### src/rtl/fir_tap_seq.sv
`default_nettype none
// ============================================================================
// Module  : fir_tap_seq
// Brief   : Control sequencer for an SRL16E delay line and its MAC: shift-in,
//           tap address sweep, delayed accumulator clear/enable, result strobe.
// Rev     : 1.0
// ============================================================================
module fir_tap_seq #(
  parameter int LAT = 2
) (
  input  logic       clk,
  input  logic       rst_n,
  input  logic       en,
  input  logic [3:0] ntaps_m1,
  input  logic       in_stb,
  output logic       in_rdy,
  output logic       sr_ce,
  output logic [3:0] sr_a,
  output logic       acc_clr,
  output logic       acc_en,
  output logic       out_stb,
  output logic       ovr,
  input  logic       ovr_clr
);

  localparam logic [2:0] c_IDLE  = 3'd0;
  localparam logic [2:0] c_SHIFT = 3'd1;
  localparam logic [2:0] c_RUN   = 3'd2;
  localparam logic [2:0] c_DRAIN = 3'd3;
  localparam logic [2:0] c_DONE  = 3'd4;

  localparam logic [3:0] c_DRAIN_LAST = (LAT > 0) ? 4'(LAT - 1) : 4'd0;

  logic [2:0] state_q, state_d;
  logic [3:0] k_q, k_d;
  logic [3:0] n_q, n_d;
  logic       ovr_q, ovr_d;
  logic       w_rdy;
  logic       w_run;
  logic       w_first;

  always_ff @(posedge clk or negedge rst_n) begin
    if (!rst_n) begin
      state_q <= c_IDLE;
      k_q     <= '0;
      n_q     <= '0;
      ovr_q   <= 1'b0;
    end else begin
      state_q <= state_d;
      k_q     <= k_d;
      n_q     <= n_d;
      ovr_q   <= ovr_d;
    end
  end

  // k_q counts taps in RUN and is reused as the drain-cycle counter in DRAIN
  always_comb begin
    state_d = state_q;
    k_d     = k_q;
    n_d     = n_q;
    if (!en) begin
      state_d = c_IDLE;
      k_d     = '0;
    end else begin
      case (state_q)
        c_IDLE: begin
          if (in_stb) begin
            state_d = c_SHIFT;
            n_d     = ntaps_m1;
            k_d     = '0;
          end
        end
        c_SHIFT: begin
          state_d = c_RUN;
          k_d     = '0;
        end
        c_RUN: begin
          if (k_q == n_q) begin
            k_d     = '0;
            state_d = (LAT == 0) ? c_DONE : c_DRAIN;
          end else begin
            k_d = k_q + 4'd1;
          end
        end
        c_DRAIN: begin
          if (k_q == c_DRAIN_LAST) begin
            k_d     = '0;
            state_d = c_DONE;
          end else begin
            k_d = k_q + 4'd1;
          end
        end
        c_DONE: begin
          state_d = c_IDLE;
        end
        default: begin
          state_d = c_IDLE;
          k_d     = '0;
        end
      endcase
    end
  end

  // A strobe that cannot be accepted sets the flag; set dominates clear
  assign w_rdy = (state_q == c_IDLE) && en;
  assign ovr_d = (in_stb && !w_rdy) || (ovr_q && !ovr_clr);

  always_comb begin
    in_rdy  = w_rdy && rst_n;
    sr_ce   = (state_q == c_SHIFT);
    w_run   = (state_q == c_RUN);
    w_first = w_run && (k_q == 4'd0);
    sr_a    = w_run ? k_q : 4'd0;
    out_stb = (state_q == c_DONE);
    ovr     = ovr_q;
  end

  generate
    if (LAT == 0) begin : g_lat_zero
      assign acc_en  = w_run;
      assign acc_clr = w_first;
    end else begin : g_lat_pipe
      logic [LAT-1:0] en_pipe_q;
      logic [LAT-1:0] clr_pipe_q;

      always_ff @(posedge clk or negedge rst_n) begin
        if (!rst_n) begin
          en_pipe_q  <= '0;
          clr_pipe_q <= '0;
        end else if (!en) begin
          en_pipe_q  <= '0;
          clr_pipe_q <= '0;
        end else begin
          en_pipe_q[0]  <= w_run;
          clr_pipe_q[0] <= w_first;
          for (int i = 1; i < LAT; i++) begin
            en_pipe_q[i]  <= en_pipe_q[i-1];
            clr_pipe_q[i] <= clr_pipe_q[i-1];
          end
        end
      end

      assign acc_en  = en_pipe_q[LAT-1];
      assign acc_clr = clr_pipe_q[LAT-1];
    end
  endgenerate

endmodule
`default_nettype wire
### config.mk
export PLATFORM = sky130hd
export DESIGN_NAME = fir_tap_seq
export DESIGN_NICKNAME = d
export VERILOG_FILES = /design/src/rtl/fir_tap_seq.sv
export SDC_FILE = /design/constraint.sdc
export NUM_CORES = 1
export LEC_CHECK = 0
export ABC_AREA = 1
export BUFFER_PORTS_ARGS = -buffer_cell sky130_fd_sc_hd__buf_2
export CAP_MARGIN = 20
export CELL_PAD_IN_SITES_DETAIL_PLACEMENT = 1
export CELL_PAD_IN_SITES_GLOBAL_PLACEMENT = 2
export CORE_MARGIN = 3
export CORE_UTILIZATION = 33
export CTS_BUF_LIST = sky130_fd_sc_hd__clkbuf_8
export DETAILED_ROUTE_END_ITERATION = 10
export PLACE_DENSITY = 0.85
export RECOVER_POWER = 25
export SETUP_SLACK_MARGIN = 0.05
export SLEW_MARGIN = 15
export SYNTH_ARGS = -nofsm -noshare
export SYNTH_HDL_FRONTEND = slang
export SYNTH_SLANG_ARGS = --single-unit
### constraint.sdc
create_clock -name clk -period 2.1 [get_ports clk]
set_input_delay 0.21 -clock clk [delete_from_list [all_inputs] [get_ports clk]]
set_output_delay 0.21 -clock clk [all_outputs]
set_load 0.005 [all_outputs]
Yosys cells after proc, flatten, opt, wreduce, memory -nomap -nowiden
Index checks and enable logic that the tools add are counted.

cells by class
  reductions and logical operators = 13
  multiplexer cells = 13
  $add $sub $neg = 1
  eq/ne operators = 10

operators with widths
  operator                                                                count
  4-bit 2-to-1 mux                                                        5
  4-bit one-hot mux with 4 select lines                                   1
  3-bit 2-to-1 mux                                                        4
  3-bit one-hot mux with 4 select lines                                   1
  3-bit by 2-bit equality test with 1-bit output (second input constant)  2
  3-bit != test (second input constant)                                   2
  3-bit AND reduction                                                     2
  1-bit logical AND                                                       5
  4-bit by 1-bit adder with 4-bit output (second input constant)          1
  4-bit by 1-bit equality test with 1-bit output (second input constant)  1
  4-bit equality test                                                     1
  4-bit zero test                                                         1
  2-bit 2-to-1 mux                                                        2
  3-bit by 1-bit equality test with 1-bit output (second input constant)  1
  3-bit equality test (second input constant)                             1
  3-bit zero test                                                         1
  3-bit by 2-bit != test with 1-bit output (second input constant)        1
  1-bit zero test                                                         2
  2-bit != test (second input constant)                                   1
  2-bit AND reduction                                                     1
  1-bit logical OR                                                        1

word-level totals
  input port bits = 9
  register bits after elaboration = 16
  word-level logic and storage cells = 43

Depth between registers and ports, before layout
  depth after elaboration = 5
  gate-level depth with buffers = 10
  depth with buffers taken out = 9

Worst setup path after synthesis
OpenSTA, ideal clock, no wires.

  kind = register -> register
  start point = register k_q[2]
  end point = register state_q[1]
  data required time = 1.982 ns
  cell stages (with the launch flop) = 9
  arrival = 1.022 ns
  buffers on the path = 1
  setup slack = 0.960 ns
  path through = dfrtp_1 -> buf_4 -> nand2_1 -> nand2_1 -> nor2_1 -> nand2_1 -> nand2_2 -> nand2_1 -> a21o_1

between the ends
  word-level cells in the longest chain between the ends = 3
  elaborated cells on any way between the ends = 5
  classes of those cells = eq/ne: 4; reduce/logical: 1

ends and longest elaborated chain
  what                                                                                               RTL line  source
  from (decl)                                                                                        35        logic [3:0] k_q, k_d;
  from (signal assigned)                                                                             50        k_q <= k_d;
  4-bit by 1-bit equality test with 1-bit output / 4-bit equality test (equally long branches)       86, 78
  3-bit != test (no source line) / 3-bit by 2-bit != test with 1-bit output (equally long branches)  -
  3-bit AND reduction (no source line) (*)                                                           -
  to (signal assigned)                                                                               44        state_q <= c_IDLE;
  to (signal assigned)                                                                               49        state_q <= state_d;
  to (decl)                                                                                          34        logic [2:0] state_q, state_d;

Mark *: on every way between the ends. The rest lies on a longest branch, timed or not.
A chain may end at the register's enable or synchronous reset.

Worst setup path in the final report
  start point = register state_q[1]
  end point = output sr_a[0]

between the ends
  word-level cells in the longest chain between the ends = 2

ends and longest elaborated chain
  what                                            RTL line  source
  3-bit by 2-bit equality test with 1-bit output  111       w_run = (state_q == c_RUN);
  4-bit 2-to-1 mux                                113       sr_a = w_run ? k_q : 4'd0;
  to (decl)                                       18        output logic [3:0] sr_a,

No other way between the ends.

==> results.md <==
* GRT Util Overall at 14.2%
* Hold path depth at 2
* Crit start category: flop
* Row cnt at 18
* Die area at 0.00338 mm²
* Top cell type's share of synthesized area at 44.6%
* Drt pass-1 iters at 4
* Port bufs at 18
* H-Tree Depth at 1
* Vias in the first global route at 846
* Unrepaired setup endpoints after global routing: false
* Number of synthesized flops with an enable pin at 0
* Post-synth cell types at 23
* Core ar. at 0.00252 mm²
* Yosys top cell by area: dfrtp_1
* Post-Route Setup TNS at 0 ns
* Fin nets at 155
* Synth Flop Type: dfrtp_1
* Worst path bufs/invs at 3
* Area Overhead vs Synth at 20.9%
* Warnings, synthesis at 0
* Placed Cells at 167
* Worst Setup End Kind: primary output
* Setup Fix Bufs, Post-CTS at 0
* Synth Cell Area at 898 µm²
* Final ANT Viol Nets at 0
* Die extent in x at 58.2 µm
* Hold Startpoint: ovr_clr
* Status: complete, no violations
* Top cells by area, synth: dfrtp_1 45%, nand2_1 15%, inv_1 6.7%
* Max Cap Viol at 0
* Vias per cell at 4.73
* R2R setup slack at 0.82 ns
* Post_cts resized at 0
* CP max-delay cell: dfrtp_1
* Maximum clock rate at 0.655 GHz
* Routability cong. at 0.780
* DRC errors left at 0
* CTS Buf Count at 3
* FF-to-FF End: state_q[1]
* Initial DRC count at 12
* # fillers at 326
* CP top delay family: flip-flops
* Worst vdd ir at 493 µV
* Worst-case clock buffer depth at 2
* Worst setup path start: state_q[1]
* Total gr overflow at 0
* Antenna diodes at 0
* Reg clk slew, reported paths at 0.07 ns
* Flops & latches, synth at 16
* Final worst-path cycle share at 72.7%
* R2R cell count at 8
* Non-filler cells, final at 172
* CP peak stage delay at 0.48 ns
* Placed instance area at 0.00103 mm²
* Multi-input logic area at 408 µm²
* TritonCTS clock tree: built
* Clock Latency Late Sink at 0.25 ns
* Minimum clock period at 1.53 ns
* Final WL at 2050 µm
* Fin area at 0.00109 mm²
* Syn nets at 131
* CP Data Required Time at 1.89 ns
* # clock sinks at 16
* Max Clock Skew at 0.00411 ns
* Die Span Y at 58.2 µm
* Register area at 400 µm²
* CP cell instances: inv_2 -> nor3_4 -> inv_2 -> nor2_1 -> buf_2
* Dominant cell by count in the synthesized netlist: nand2_1
* Synth Area per Inst at 7.55 µm²
* Worst slew pin tran at 0.907 ns
* Initial Util at 35.6%
* Worst path arrival time at 1.32 ns
* Clock tree root buffer cell: clkbuf_8
* PwrDens at 1020 mW/mm²
* CP dominant cell by count: inv_2
* Initial antenna violation count at 0
* Largest net degree at the start of global routing at 17
* Synth top cells by count: 36 x nand2_1, 16 x dfrtp_1, 16 x inv_1, 12 x nor2_1, 8 x nand3_1
* Final Core Density at 43.1%
* Crit path max fanout at 5
* Hold EP: ovr
* Final Max Slew Viols at 0
* Layout cells sized above 1 at 24.6%
* First-pass GRT wire length at 3710 µm
* Class of the most critical setup path: flop to primary output
* Min-Delay Path Class: primary input to flop
* Final Hold Fails at 0
* IO Pins at 19
* Post-detailed-placement half-perimeter wirelength at 1710 µm
* Slew HR at 39.5%
* Leakage at 0.648 nW
* Async SR Flop Fraction at 100%
* CTS Hold Buffers Added at 1
* Syn Inst Count at 119
* Drt wl/cell at 11.9 µm
* R2r startpoint: k_q[2]
* Final setup fails at 0
* Vias at 814
* Register area share after synthesis at 44.6%
-- worst register-to-register path: stages (launching register included) --
cell     delay [ns]
dfrtp_1        0.48
inv_2          0.06
nand2_1        0.06
nand2_1        0.05
nor2_1         0.12
nand2_1        0.11
nand2_2        0.09
nand2_1        0.07
a21o_1         0.15
-- worst max-delay path by stage --
stage / endpoint / slack [ns] / depth (start not counted)
after floorplan: state_q[1] / 0.96 / 8
after global placement: state_q[1] / 0.81 / 6
after detailed placement: state_q[1] / 0.81 / 8
after CTS: sr_a[0] / 0.55 / 5
after global routing: sr_a[0] / 0.43 / 5
final: sr_a[0] / 0.57 / 5
-- routing by layer --
layer / part of all wire, % / track usage, % / vias to the layer above
met5: 0 / 0 / -
met4: 0.59 / 1.99 / 0
met3: 4.6 / 4.23 / 2
met2: 48 / 22.7 / 14
met1: 47 / 19.5 / 391
li1: - / - / 407
-- cell type report --
type	instances	area share (%)
Multi-Input combinational cell	80	37.6
Timing Repair Buffer	20	9.45
Sequential cell	16	36.9
Clock buffer	4	5.07
Inverter	22	7.60
Tap cell	30	3.46
-- report_power, final --
group | internal [W] | switching, W | leakage [nW]
combinational | 0.000140 | 0.000232 | 0.415
sequential | 0.000388 | 0.0000755 | 0.204
clock | 0.000166 | 0.000108 | 0.0288
-- sequential cells by signal (all words and copies together) (netlist names) --
| register | count |
|---|---|
| state_q | 3 |
| g_lat_pipe.en_pipe_q | 2 |
| k_q | 4 |
| n_q | 4 |
| g_lat_pipe.clr_pipe_q | 2 |
| ovr | 1 |
-- per-stage QoR --
step	worst slack [ns]	hold slack [ns]	total power, W
after floorplan	0.960	-0.0856	0.000724
after CTS	0.552	0.126	0.00113
final	0.573	0.133	0.00111
after detailed placement	0.810	0.215	0.000850
after global placement	0.809	0.213	0.000838
after global routing	0.429	0.148	0.00121
-- placed cells by master (no fill, tap or decap) --
cell           Yosys  layout
nand2_1           36      36
buf_2              0      17
inv_1             16      16
dfrtp_1           16      16
nor2_1            12      12
nand3_1            8       8
inv_2              6       6
a21oi_1            5       5
clkbuf_8           0       4
nand2_2            3       3
ha_1               3       3
clkbuf_1           0       2
nand3_2            1       1
nor2_2             1       1
and3_1             1       1
nor3_4             1       1
nor2_4             1       1
o22ai_1            1       1
nor3b_1            1       1
nor3_1             1       1
xor2_1             1       1
nor3_2             1       1
nand4_1            1       1
a21o_1             1       1
o21ai_1            1       1
dlygate4sd3_1      0       1
-- cells by family (layout without fill, tap and decap cells) --
family / Yosys count / after routing / synth area share, %
compound gates: 8 / 8 / 4.87
simple gates: 68 / 68 / 35.4
buf+inv: 23 / 46 / 10.0
xor+xnor: 1 / 1 / 0.975
fa+ha+maj: 3 / 3 / 4.18
flops: 16 / 16 / 44.6
No activity file was read; power rests on OpenSTA's default activity.
